<file path="config.mk">
export PLATFORM = sky130hd
export DESIGN_NAME = vout_timing_ctrl_flat
export DESIGN_NICKNAME = d
export VERILOG_FILES = /design/src/rtl/vout_timing_ctrl_if.sv /design/src/rtl/vout_timing_ctrl.sv /design/src/flat_wrapper.sv
export SDC_FILE = /design/constraint.sdc
export NUM_CORES = 1
export LEC_CHECK = 0
export ABC_AREA = 1
export CORE_MARGIN = 2
export CORE_UTILIZATION = 57
export DETAILED_ROUTE_END_ITERATION = 12
export PLACE_DENSITY = 0.82
export SLEW_MARGIN = 30
export SYNTH_ARGS = -nofsm -noshare
export SYNTH_HDL_FRONTEND = slang
export SYNTH_SLANG_ARGS = --single-unit
</file>
<file path="constraint.sdc">
create_clock -name clk -period 3.5 [get_ports clk]
set_input_delay 0.875 -clock clk [delete_from_list [all_inputs] [get_ports clk]]
set_output_delay 0.875 -clock clk [all_outputs]
set_load 0.02 [all_outputs]
</file>
<file path="src/rtl/vout_timing_ctrl_if.sv">
// Host configuration bus for the video output timing controller.
// Single-cycle register writes; reads return data the following cycle.
interface vout_timing_ctrl_if;
  logic        cfg_we;
  logic        cfg_re;
  logic [3:0]  cfg_addr;
  logic [15:0] cfg_wdata;
  logic [15:0] cfg_rdata;

  modport master (
    output cfg_we,
    output cfg_re,
    output cfg_addr,
    output cfg_wdata,
    input  cfg_rdata
  );

  modport slave (
    input  cfg_we,
    input  cfg_re,
    input  cfg_addr,
    input  cfg_wdata,
    output cfg_rdata
  );
endinterface

</file>
<file path="src/rtl/vout_timing_ctrl.sv">
// Run-time controller for the video timing generator: staged timing
// parameters are committed by the host and applied on frame boundaries.
module vout_timing_ctrl #(
  parameter int HFP_WIDTH     = 8,
  parameter int HSW_WIDTH     = 4,
  parameter int HBP_WIDTH     = 8,
  parameter int HACTIVE_WIDTH = 16,
  parameter int VFP_WIDTH     = 8,
  parameter int VSW_WIDTH     = 4,
  parameter int VBP_WIDTH     = 8,
  parameter int VACTIVE_WIDTH = 16
) (
  input  logic                     clk,
  input  logic                     rst_n,
  vout_timing_ctrl_if.slave        cfg,
  input  logic                     de_i,
  output logic                     sync_en_o,
  output logic                     hpol_o,
  output logic [HFP_WIDTH-1:0]     hfp_o,
  output logic [HSW_WIDTH-1:0]     hsw_o,
  output logic [HBP_WIDTH-1:0]     hbp_o,
  output logic [HACTIVE_WIDTH-1:0] hactive_o,
  output logic [VFP_WIDTH-1:0]     vfp_o,
  output logic [VSW_WIDTH-1:0]     vsw_o,
  output logic [VBP_WIDTH-1:0]     vbp_o,
  output logic [VACTIVE_WIDTH-1:0] vactive_o,
  output logic                     frame_done_o,
  output logic                     cfg_err_o
);

  localparam logic [3:0] A_CTRL    = 4'h0;
  localparam logic [3:0] A_HFP     = 4'h1;
  localparam logic [3:0] A_HSW     = 4'h2;
  localparam logic [3:0] A_HBP     = 4'h3;
  localparam logic [3:0] A_HACTIVE = 4'h4;
  localparam logic [3:0] A_VFP     = 4'h5;
  localparam logic [3:0] A_VSW     = 4'h6;
  localparam logic [3:0] A_VBP     = 4'h7;
  localparam logic [3:0] A_VACTIVE = 4'h8;
  localparam logic [3:0] A_COMMIT  = 4'h9;
  localparam logic [3:0] A_STATUS  = 4'hA;

  typedef enum logic [1:0] {
    IDLE,
    START,
    RUN,
    STOP
  } state_t;

  state_t state_q;
  state_t state_d;

  logic                     ctrl_en;
  logic                     s_hpol;
  logic [HFP_WIDTH-1:0]     s_hfp;
  logic [HSW_WIDTH-1:0]     s_hsw;
  logic [HBP_WIDTH-1:0]     s_hbp;
  logic [HACTIVE_WIDTH-1:0] s_hactive;
  logic [VFP_WIDTH-1:0]     s_vfp;
  logic [VSW_WIDTH-1:0]     s_vsw;
  logic [VBP_WIDTH-1:0]     s_vbp;
  logic [VACTIVE_WIDTH-1:0] s_vactive;

  logic                     pending;
  logic                     de_d;
  logic [VACTIVE_WIDTH-1:0] line_cnt;
  logic [VACTIVE_WIDTH-1:0] line_inc;
  logic [7:0]               frame_cnt;
  logic [15:0]              rdata_d;

  logic running;
  logic de_fall;
  logic frame_tick;
  logic commit;
  logic commit_ok;
  logic stat_wr;
  logic apply;

  assign running    = (state_q == RUN) || (state_q == STOP);
  assign sync_en_o  = running;
  assign de_fall    = de_d & ~de_i;
  assign line_inc   = line_cnt + VACTIVE_WIDTH'(1);
  assign frame_tick = running & de_fall & (line_inc == vactive_o);

  assign commit    = cfg.cfg_we && (cfg.cfg_addr == A_COMMIT);
  assign stat_wr   = cfg.cfg_we && (cfg.cfg_addr == A_STATUS);
  assign commit_ok = (s_hactive != '0) && (s_vactive != '0);

  // IDLE/START preload whatever is pending; running only at frame edges
  assign apply = pending &
                 ((state_q == IDLE) | (state_q == START) | frame_tick);

  always_comb begin
    state_d = state_q;
    unique case (state_q)
      IDLE:  if (ctrl_en) state_d = START;
      START: state_d = RUN;
      RUN:   if (!ctrl_en) state_d = STOP;
      STOP: begin
        if (ctrl_en) state_d = RUN;
        else if (frame_tick) state_d = IDLE;
      end
      default: state_d = IDLE;
    endcase
  end

  always_ff @(posedge clk) begin
    if (!rst_n) begin
      state_q      <= IDLE;
      de_d         <= 1'b0;
      line_cnt     <= '0;
      frame_cnt    <= '0;
      frame_done_o <= 1'b0;
    end else begin
      state_q      <= state_d;
      de_d         <= de_i;
      frame_done_o <= frame_tick;
      if (!running) line_cnt <= '0;
      else if (de_fall) line_cnt <= frame_tick ? '0 : line_inc;
      if (frame_tick) frame_cnt <= frame_cnt + 8'd1;
    end
  end

  // A commit landing on an apply edge re-arms pending for the next frame
  always_ff @(posedge clk) begin
    if (!rst_n) begin
      pending   <= 1'b0;
      cfg_err_o <= 1'b0;
    end else begin
      if (commit && commit_ok) pending <= 1'b1;
      else if (apply) pending <= 1'b0;
      if (commit && !commit_ok) cfg_err_o <= 1'b1;
      else if (stat_wr) cfg_err_o <= 1'b0;
    end
  end

  always_ff @(posedge clk) begin
    if (!rst_n) begin
      ctrl_en   <= 1'b0;
      s_hpol    <= 1'b0;
      s_hfp     <= '0;
      s_hsw     <= '0;
      s_hbp     <= '0;
      s_hactive <= '0;
      s_vfp     <= '0;
      s_vsw     <= '0;
      s_vbp     <= '0;
      s_vactive <= '0;
    end else if (cfg.cfg_we) begin
      case (cfg.cfg_addr)
        A_CTRL: begin
          ctrl_en <= cfg.cfg_wdata[0];
          s_hpol  <= cfg.cfg_wdata[1];
        end
        A_HFP:     s_hfp     <= cfg.cfg_wdata[HFP_WIDTH-1:0];
        A_HSW:     s_hsw     <= cfg.cfg_wdata[HSW_WIDTH-1:0];
        A_HBP:     s_hbp     <= cfg.cfg_wdata[HBP_WIDTH-1:0];
        A_HACTIVE: s_hactive <= cfg.cfg_wdata[HACTIVE_WIDTH-1:0];
        A_VFP:     s_vfp     <= cfg.cfg_wdata[VFP_WIDTH-1:0];
        A_VSW:     s_vsw     <= cfg.cfg_wdata[VSW_WIDTH-1:0];
        A_VBP:     s_vbp     <= cfg.cfg_wdata[VBP_WIDTH-1:0];
        A_VACTIVE: s_vactive <= cfg.cfg_wdata[VACTIVE_WIDTH-1:0];
        default: ;
      endcase
    end
  end

  always_ff @(posedge clk) begin
    if (!rst_n) begin
      hpol_o    <= 1'b0;
      hfp_o     <= '0;
      hsw_o     <= '0;
      hbp_o     <= '0;
      hactive_o <= '0;
      vfp_o     <= '0;
      vsw_o     <= '0;
      vbp_o     <= '0;
      vactive_o <= '0;
    end else if (apply) begin
      hpol_o    <= s_hpol;
      hfp_o     <= s_hfp;
      hsw_o     <= s_hsw;
      hbp_o     <= s_hbp;
      hactive_o <= s_hactive;
      vfp_o     <= s_vfp;
      vsw_o     <= s_vsw;
      vbp_o     <= s_vbp;
      vactive_o <= s_vactive;
    end
  end

  always_comb begin
    rdata_d = '0;
    case (cfg.cfg_addr)
      A_CTRL:    rdata_d = {14'd0, s_hpol, ctrl_en};
      A_HFP:     rdata_d = 16'(s_hfp);
      A_HSW:     rdata_d = 16'(s_hsw);
      A_HBP:     rdata_d = 16'(s_hbp);
      A_HACTIVE: rdata_d = 16'(s_hactive);
      A_VFP:     rdata_d = 16'(s_vfp);
      A_VSW:     rdata_d = 16'(s_vsw);
      A_VBP:     rdata_d = 16'(s_vbp);
      A_VACTIVE: rdata_d = 16'(s_vactive);
      A_STATUS: begin
        rdata_d = {frame_cnt, 5'd0,
                   cfg_err_o, pending, sync_en_o};
      end
      default:   rdata_d = '0;
    endcase
  end

  always_ff @(posedge clk) begin
    if (!rst_n) cfg.cfg_rdata <= '0;
    else if (cfg.cfg_re) cfg.cfg_rdata <= rdata_d;
  end

endmodule

</file>
<file path="src/flat_wrapper.sv">
// flat-port wrapper written by rule: the top's interface ports become plain ports
module vout_timing_ctrl_flat 
#(
  parameter int HFP_WIDTH     = 8,
  parameter int HSW_WIDTH     = 4,
  parameter int HBP_WIDTH     = 8,
  parameter int HACTIVE_WIDTH = 16,
  parameter int VFP_WIDTH     = 8,
  parameter int VSW_WIDTH     = 4,
  parameter int VBP_WIDTH     = 8,
  parameter int VACTIVE_WIDTH = 16
)
  (clk, rst_n, de_i, sync_en_o, hpol_o, hfp_o, hsw_o, hbp_o, hactive_o, vfp_o, vsw_o, vbp_o, vactive_o, frame_done_o, cfg_err_o, cfg_cfg_we, cfg_cfg_re, cfg_cfg_addr, cfg_cfg_wdata, cfg_cfg_rdata);
  vout_timing_ctrl_if cfg_i ();
  input  logic clk;
  input  logic rst_n;
  input  logic de_i;
  output logic sync_en_o;
  output logic hpol_o;
  output logic [HFP_WIDTH-1:0] hfp_o;
  output logic [HSW_WIDTH-1:0] hsw_o;
  output logic [HBP_WIDTH-1:0] hbp_o;
  output logic [HACTIVE_WIDTH-1:0] hactive_o;
  output logic [VFP_WIDTH-1:0] vfp_o;
  output logic [VSW_WIDTH-1:0] vsw_o;
  output logic [VBP_WIDTH-1:0] vbp_o;
  output logic [VACTIVE_WIDTH-1:0] vactive_o;
  output logic frame_done_o;
  output logic cfg_err_o;
  input wire logic [$bits(cfg_i.cfg_we)-1:0] cfg_cfg_we;
  input wire logic [$bits(cfg_i.cfg_re)-1:0] cfg_cfg_re;
  input wire logic [$bits(cfg_i.cfg_addr)-1:0] cfg_cfg_addr;
  input wire logic [$bits(cfg_i.cfg_wdata)-1:0] cfg_cfg_wdata;
  output wire logic [$bits(cfg_i.cfg_rdata)-1:0] cfg_cfg_rdata;
  assign cfg_i.cfg_we = cfg_cfg_we;
  assign cfg_i.cfg_re = cfg_cfg_re;
  assign cfg_i.cfg_addr = cfg_cfg_addr;
  assign cfg_i.cfg_wdata = cfg_cfg_wdata;
  assign cfg_cfg_rdata = cfg_i.cfg_rdata;
  vout_timing_ctrl #(.HFP_WIDTH(HFP_WIDTH), .HSW_WIDTH(HSW_WIDTH), .HBP_WIDTH(HBP_WIDTH), .HACTIVE_WIDTH(HACTIVE_WIDTH), .VFP_WIDTH(VFP_WIDTH), .VSW_WIDTH(VSW_WIDTH), .VBP_WIDTH(VBP_WIDTH), .VACTIVE_WIDTH(VACTIVE_WIDTH)) u_core (.clk(clk), .rst_n(rst_n), .cfg(cfg_i), .de_i(de_i), .sync_en_o(sync_en_o), .hpol_o(hpol_o), .hfp_o(hfp_o), .hsw_o(hsw_o), .hbp_o(hbp_o), .hactive_o(hactive_o), .vfp_o(vfp_o), .vsw_o(vsw_o), .vbp_o(vbp_o), .vactive_o(vactive_o), .frame_done_o(frame_done_o), .cfg_err_o(cfg_err_o));
endmodule
</file>
# Word-level counts from Yosys, hierarchy flattened
# Cells that the tools add are included.
# totals
reg_bits,193
in_bits,25
output_inout_bits,92
elab_cells,88
# op_classes
n_addsub,2
eq_ne,17
n_mux,11
bitwise_logic,7
n_reduce_logical,24
# op_table
op,count
$pmux W16 S10,1
$reduce_bool A16 Y1,2
$reduce_and A2 Y1,10
$add A16 B1 Y16 const B,1
$eq A16 B16 Y1,1
$eq A4 B3 Y1 const B,4
$mux W16,1
$eq A4 B4 Y1 const B,3
$add A8 B1 Y8 const B,1
$eq A4 B2 Y1 const B,2
$mux W2,4
$pmux W2 S4,1
$logic_and A1 B1 Y1,5
$and A1 B1 Y1,4
$eq A2 B2 Y1 const B,2
$eq A4 B1 Y1 const B,1
$logic_not A4 Y1,1
$mux W1,4
$reduce_bool A2 Y1,2
$ne A3 B1 Y1 const B,1
$reduce_and A3 Y1,1
$eq A2 B1 Y1 const B,1
$logic_not A2 Y1,1
$ne A2 B1 Y1 const B,1
5 further kinds,6

# Depth between registers and ports, before layout
# Gate-level depths: netlist (run 1).
# logic_depth
word_depth,8
depth_mapped,18
ltp_nobuf,16

# Least setup slack after synthesis (run 1)
# Ideal clock, no wire load.
# synth_timing
kind,in2reg
startpoint,in de_i
endpoint,reg u_core.vactive_o[9]
setup_time_ns,0.115
t_arrival_ns,2.481
required_time_ns,3.385
setup_slack_ns,0.904
cell_stages,16
n_path_buf,2
cell_sequence,inv_1 > nand2_1 > nor2_1 > nand3_1 > nor2_1 > nand2_1 > nor2_1 > nand3_1 > nor2_2 > nand2_2 > nand2_2 > buf_6 > buf_6 > nand3_1 > nand2_1 > nor2_1
# synth_between
elab_chain_len,6
# synth_lines
item,line,rtl
from (decl),flat_wrapper.sv:17,input logic de_i;
$not A1 Y1,vout_timing_ctrl.sv:81,assign de_fall = de_d & ~de_i;
$and A1 B1 Y1,vout_timing_ctrl.sv:81,
$and A1 B1 Y1 (2 in a row),vout_timing_ctrl.sv:83,assign frame_tick = running & de_fall & (line_inc == vactive_o);
$or A1 B1 Y1,vout_timing_ctrl.sv:91,((state_q == IDLE) | (state_q == START) | frame_tick);
$and A1 B1 Y1,vout_timing_ctrl.sv:90,assign apply = pending &
to (signal assigned),vout_timing_ctrl.sv:188,vactive_o <= s_vactive;
to (decl),vout_timing_ctrl.sv:26,"output logic [VACTIVE_WIDTH-1:0] vactive_o,"
# No other way between the ends.
# A chain may end at the register's enable or synchronous reset.

# Final worst setup path (run 1)
# layout_timing
startpoint,reg u_core.line_cnt[0]
endpoint,reg u_core.hactive_o[12]
# layout_between
elab_chain_len,5
# layout_lines
item,line,rtl
from (decl),vout_timing_ctrl.sv:66,logic [VACTIVE_WIDTH-1:0] line_cnt;
from (signal assigned),vout_timing_ctrl.sv:119,else if (de_fall) line_cnt <= frame_tick ? '0 : line_inc;
$add A16 B1 Y16,vout_timing_ctrl.sv:82,assign line_inc = line_cnt + VACTIVE_WIDTH'(1);
$eq A16 B16 Y1,vout_timing_ctrl.sv:83,
$and A1 B1 Y1,vout_timing_ctrl.sv:83,
$or A1 B1 Y1,vout_timing_ctrl.sv:91,
$and A1 B1 Y1,vout_timing_ctrl.sv:90,
to (signal assigned),vout_timing_ctrl.sv:184,hactive_o <= s_hactive;
to (decl),vout_timing_ctrl.sv:22,"output logic [HACTIVE_WIDTH-1:0] hactive_o,"
# No other way between the ends.

==> results of run 1 <==
## layer usage
layer | wire [µm] | vias up
met5 | 0 | -
met4 | 1180 | 0
met3 | 1980 | 84
met2 | 12000 | 384
met1 | 10400 | 4086
li1 | - | 4376
## cell type report
cell class                      count  share of cell area
Sequential cell                   193               0.360
Tap cell                          211              0.0246
Multi-Input combinational cell    860               0.385
Inverter                          141              0.0493
Timing Repair Buffer              138               0.129
Clock inverter                     10             0.00700
Clock buffer                       21              0.0448
## placed cells by master, fill, tap and decap left out, types with 5 or more instances in the layout
| cell type | synthesis | routed |
|---|---|---|
| inv_1 | 141 | 141 |
| nand3_1 | 123 | 123 |
| a21oi_1 | 187 | 187 |
| o21ai_0 | 84 | 84 |
| clkbuf_16 | 0 | 17 |
| nor4_1 | 10 | 10 |
| nand2_1 | 230 | 230 |
| buf_4 | 0 | 19 |
| clkdlybuf4s50_1 | 0 | 115 |
| dfxtp_1 | 193 | 192 |
| o22ai_1 | 29 | 29 |
| nand4_1 | 25 | 25 |
| nor2_1 | 126 | 126 |
| o221ai_1 | 5 | 5 |
| nor3_1 | 5 | 5 |
## power by group through the flow
stage | logic, W | clock network, W | registers, W
2_1_floorplan | 0.000169 | 0 | 0.00229
3_3_place_gp | 0.000269 | 0 | 0.00228
3_5_place_dp | 0.000272 | 0 | 0.00228
4_1_cts | 0.000275 | 0.00185 | 0.00223
5_1_grt | 0.000305 | 0.00195 | 0.00223
6_report | 0.000281 | 0.00186 | 0.00223
## flip-flops by register name, summed over array words and instances, names as in the netlist, 16 cells and up
register,flops
u_core.cfg.cfg_rdata,16
u_core.vactive_o,16
u_core.line_cnt,16
u_core.s_vactive,16
u_core.s_hactive,16
u_core.hactive_o,16
## stage by stage
stage / cell area (µm²) / setup slack [ps]
after detailed placement: 10100 / 321
after global routing: 10700 / 338
after global placement: 10100 / 373
after CTS: 10700 / 688
final: 10700 / 656
after floorplan: 8930 / 904
## kinds of logic after synthesis
logic type,after synthesis
simple gates,534
compound gates,315
buf+inv,217
flops,193
xor+xnor,9
fa+ha+maj,2
## critical path: stages (launching register included)
cell and delay, ps:
dfxtp_1 440, ha_1 270, nand2_2 110, nor2_4 250, nand3_1 150, nand3_1 160, nand3_1 110, nor2_1 140
nand3_1 110, nor2_2 150, nand2_2 100, nand2_4 220, buf_4 300, nand3_1 110, nand2_1 70, nor2_1 40
## final timing paths
path                     endpoint  slack (ps)  cells past startpoint
min             u_core.state_q[0]         460                      1
min reg2reg     u_core.state_q[0]         460                      1
max          u_core.hactive_o[12]         660                     15
max reg2reg  u_core.hactive_o[12]         660                     15
==> impl_results.md, run 1 <==
* CTS clk-pin slew, worst paths at 70 ps
* Largest family of logic cells by synthesized area: simple AND/OR/NAND/NOR gates
* Largest net degree at the start of global routing at 94
* Drt total wl at ~26,000 µm
* Minimum clock period at 2840 ps
* Synth Area in Adders at 0.00280
* Synth area leaders: dfxtp_1, a21oi_1, nand2_1
* CP Capture Type: flip-flop
* Internal power at 0.00330 W
* Crit path launch type: flip-flop
* Crit path from: u_core.line_cnt[0]
* Seq pwr share at 0.511
* Area of the mapped netlist at 0.00893 mm²
* PD cells at approximately 410 mW/mm²
* Wire per inst at 16.2 µm
* Seq/Total Area, Yosys at 0.433
* Setup TNS at 0 ps
* Setup Crit Path Kind: reg2reg
* Async SR Flop Fraction at 0
* Cell variety after synth at 33
* Post-CTS Resized at 0
* Vias after detailed routing at 8,930
* Layout cell share with drive strength beyond 1 at 0.0492
* DP HPWL at about 18,000 µm
* Reg2reg start: u_core.line_cnt[0]
* Router iterations before antenna repair at 5
* Post-synth top area cell: dfxtp_1
* Total grt overflow at 0
* Count of final setup violators at 0
* Nets@finish at 1,378
* IO Port Bufs at 116
* Number of synthesized register bits at 193
* Placeable Area at 0.0153 mm²
* I/O pins at 117
* Die ar. at 0.0167 mm²
* Max IR drop VDD at 0.000357 V
* Hold Slack at 458 ps
* Area delta synth->final at 20.2%
* Hold_sp: u_core.state_q[0]
* Final number of max-transition violations at 0
* GPL Wtd Cong at ~0.97
* RSZ-0062 raised after global routing: false
* Cells after DPL at 1,542
* Post-DRT Antenna Nets at 0
* Die width at 129 µm
* Post-Syn Area per Cell at 7.03 µm²
* TritonCTS Sinks at 193
* Ys Warns at 0
* Number of enable flip-flop cells after synthesis at 0
* Utilization after layout at 0.703
* Initial antenna violation count at 0
* CTS tree: built
* Synth Flop Type: dfxtp_1
* Rel. slew slack at 0.374
* Initial DRC count at approximately 1,000
* Via density at 5.67
* Fill count at 1,276
* Proportion of synthesized area in mux cells at 0
* Initial core utilization at 0.585
* Hold buffers post-CTS at 0
* Count leader, synth: nand2_1
* Site Rows at 45
* Post-CTS setup buffers at 0
* Compound-Gate Fraction of Synth Area at 0.187
* Post-Synth Simple-Gate Area at 0.259
* Met1 Usage GRT at 0.376
* Clock root cell: clkbuf_16
* Vias in the first global route at 8,220
* Met3 Resource Use GR at 0.0669
* Slew at the pin closest to its max-slew limit at 938 ps
* Sequential cell area at 0.00387 mm²
* Buffer levels on the longest clock path at 2
* First-pass GRT wire length at 40,300 µm
* Clk pwr share at 0.425
* Required @ worst endpoint at 3830 ps
* GRT met2 Usage at 0.500
* Final Non-Filler Cells at 1,574
* MaxCap Viol Count at 0
* H-Tree Depth at 4
* All-Layer GR Usage at 0.305
* Fin Clk Skew at around 7.5 ps
* Outcome: complete, no violations
* Gr busiest metal: met2
* Num CTS Buffers at 17
* Leakage power at 3.94 nW
* Syn_nets at around 1,300
* Tot Pwr at 0.00437 W
* Worst Path Arrival at around 3200 ps
* # DRC at 0
* Net Sw Frac at 0.244
* Period utilization at 0.812
* Cells after synthesis at 1,270
* Hold Path Class: reg2reg
* Die Ht at 129 µm
* Post-synth top cells: nand2_1, dfxtp_1, a21oi_1, inv_1, nor2_1
* Clk_lat worst skew at around 440 ps
* Net Switching at 0.00107 W
* Xor and xnor area share after synthesis at 0.0137
* Final Hold Viols at 0
* # diodes at 0
* Post-synth top area share at 0.433
* Area occupied by multi-input gates at 0.00413 mm²
* Comb power frac at 0.064
* Critical path peak fanout at 21
* Max Freq at 0.352 GHz
Power figures use the tool's default switching activity.
==> run 2, diff against run 1 <==
--- a/config.mk
+++ b/config.mk
@@ -7,9 +7,9 @@
 export LEC_CHECK = 0
 export ABC_AREA = 1
 export CORE_MARGIN = 2
-export CORE_UTILIZATION = 57
+export CORE_UTILIZATION = 50
 export DETAILED_ROUTE_END_ITERATION = 12
-export PLACE_DENSITY = 0.82
+export PLACE_DENSITY = 0.76
 export SLEW_MARGIN = 30
 export SYNTH_ARGS = -nofsm -noshare
 export SYNTH_HDL_FRONTEND = slang
==> constraint.sdc (replaced) <==
create_clock -name clk -period 2.6 [get_ports clk]
set_input_delay 0.65 -clock clk [delete_from_list [all_inputs] [get_ports clk]]
set_output_delay 0.65 -clock clk [all_outputs]
set_load 0.02 [all_outputs]
==> impl_results.md, run 2 (same netlist as run 1, synthesis figures left out) <==
* Count of final setup violators at 0 (unchanged)
* Vias in the first global route at 8,019 (-2.4%)
* RSZ-0062 raised after global routing: false
* Max IR drop VDD at 0.000482 V (+35%)
* Site Rows at 48 (+6.7%)
* Area occupied by multi-input gates at 0.00421 mm² (+1.9%)
* Slew at the pin closest to its max-slew limit at 654 ps (-285 ps)
* Minimum clock period at 2470 ps (-370 ps)
* Hold Slack at 464 ps (+5.73 ps)
* Die ar. at 0.0189 mm² (+14%)
* Num CTS Buffers at 17 (unchanged)
* Die Ht at 138 µm (+6.6%)
* TritonCTS Sinks at 193 (unchanged)
* Top Family by Delay on Critical Path: simple AND/OR/NAND/NOR gates
* Setup Crit Path Kind: reg2reg
* Worst Path Arrival at 2800 ps (-370 ps)
* Final number of max-transition violations at 0 (unchanged)
* Most frequent cells in the layout: nand2_1, dfxtp_1, a21oi_1, inv_1, nor2_1
* Reg2reg start: u_core.line_cnt[1]
* Drt total wl at 26,700 µm (+4.5%)
* Crit path launch type: flip-flop
* Required @ worst endpoint at 2930 ps (-900 ps)
* Setup TNS at 0 ps (unchanged)
* Largest net degree at the start of global routing at 116 (+23%)
* Hold_sp: u_core.cfg.cfg_rdata[13]
* Worst Reg-to-Reg Cells at 17 (+2)
* PD cells at 530 mW/mm² (+30%)
* Crit path depth at 17 (+2)
* Leakage power at 4.06 nW (+3.0%)
* Critical path peak fanout at 26 (+24%)
* Wire per inst at 16.6 µm (+2.1%)
* Via density at 5.62 (-1.0%)
* Clock root cell: clkbuf_16
* Hold Path Class: reg2reg
* Crit path largest cell delay at 350 ps (-90 ps)
* Area delta synth->final at 23.4%
* Buffer levels on the longest clock path at 2 (unchanged)
* R2r setup slk at 130 ps (-530 ps)
* H-Tree Depth at 4 (unchanged)
* CTS clk-pin slew, worst paths at 70 ps (about the same)
* Outcome: complete, no violations
* Fill count at 1,541 (+21%)
* Cell depth of the worst min-delay path at 2 (+1)
* Clk_lat worst skew at 440 ps (about the same)
* Nets@finish at 1,400 (+1.6%)
* Rel. slew slack at 0.564 (+0.190)
* Final Hold Viols at 0 (unchanged)
* Crit path from: u_core.line_cnt[1]
* Router iterations before antenna repair at 6 (+1)
* Crit path buf inv count at 2 (+1)
* GPL Wtd Cong at 0.924 (-4.8%)
* MaxCap Viol Count at 0 (unchanged)
* Fin Clk Skew at 7.14 ps (-0.348 ps)
* Total grt overflow at 0 (unchanged)
* Post-DRT Antenna Nets at 0 (unchanged)
* # DRC at 0 (unchanged)
* Most Frequent Cell on Critical Path: nand2_1
* Placeable Area at 0.0174 mm² (+14%)
* DP HPWL at 18,400 µm (+3.9%)
* # diodes at 0 (unchanged)
* CP Capture Type: flip-flop
* Initial antenna violation count at 0 (unchanged)
* Layout cell share with drive strength beyond 1 at 0.0679 (+0.0187)
* IO Port Bufs at 116 (unchanged)
* Initial DRC count at 973 (-4.3%)
* Max Freq at 0.404 GHz (+15%)
* Sequential cell area at 0.00387 mm² (+0.13%)
* CP Cell Sequence: buf_4 -> nand2_1 -> nor2_4 -> nand3_1 -> nand2_1 -> nand2_1 -> nand2_1 -> nand2_1 -> nor2_1 -> nand2_1 -> nor2_4 -> nand2_4 -> nand2_8 -> buf_16 -> nand3_1 -> nand2_1 -> nor2_1
* Critical path's slowest cell: dfxtp_2
* Commonest non-fill, non-tap cell in the layout: nand2_1
* CTS tree: built
* Vias after detailed routing at 9,041 (+1.2%)
* Period utilization at 0.951 (+0.139)
* I/O pins at 117 (unchanged)
* Die width at 138 µm (+6.6%)
* First-pass GRT wire length at 40,900 µm (+1.5%)
* Initial core utilization at 0.514 (-0.0707)
* All-Layer GR Usage at 0.278 (-0.0272)
[run 2: cell types whose count changed in the layout (fill, tap and decap cells not counted), moves of 2 or more]
cell	change
clkbuf_1	+3
buf_4	+15
dfxtp_1	-4
nand2_2	-2
clkinvlp_4	+3
nand2_4	+2
nor2_1	-2
buf_6	+2
nor2_4	+4
clkbuf_16	+2
clkinv_4	-2
dfxtp_2	+4
[run 2: layout make-up]
type                            count  share of cell area
Clock buffer                       23              0.0434
Clock inverter                      8             0.00500
Inverter                          141              0.0480
Multi-Input combinational cell    862               0.382
Sequential cell                   193               0.351
Tap cell                          225              0.0255
Timing Repair Buffer              158               0.145
[run 2: power by group]
part	leakage, nW	switching [W]	total (W)	internal [W]
clock network	0.256	0.00113	0.00243	0.00130
logic	2.24	0.000263	0.000406	0.000143
registers	1.56	0.0000174	0.00301	0.00299
[run 2: through the flow]
step                      cells  instance area, µm²  utilization  power, W  setup slack [ps]
after floorplan            1270                8930            -   0.00330               229
after global placement     1575               10300        0.595   0.00345              -122
after detailed placement   1575               10300        0.595   0.00346              -182
after CTS                  1606               10900        0.626   0.00583              48.9
after global routing       1610               11000        0.635   0.00601              4.84
final                      1610               11000        0.635   0.00584               126
[run 2: routing by layer]
metal  share of wire  track usage
met1            0.42        0.363
met3           0.073       0.0537
met5               0            0
met2            0.48        0.455
met4           0.025        0.106
[run 2: worst min-delay path: stages, from the launching register on]
cell	delay [ps]
dfxtp_1	310
nand2_1	60
a21oi_1	50
[run 2: path summary, 6_finish.rpt]
path	end
max reg2reg	u_core.vsw_o[3]
min reg2reg	u_core.cfg.cfg_rdata[13]
min	u_core.cfg.cfg_rdata[13]
max	u_core.vsw_o[3]
[run 2: repair_timing]
item | CTS | global route
pin swaps | 0 | 5
setup buffers | 0 | 0
resized for setup | 1 | 19
hold buffers | 0 | 0
endpoints found under the setup margin | 1 | 78
cloned | 0 | 4
endpoints found under the hold margin | 0 | 0
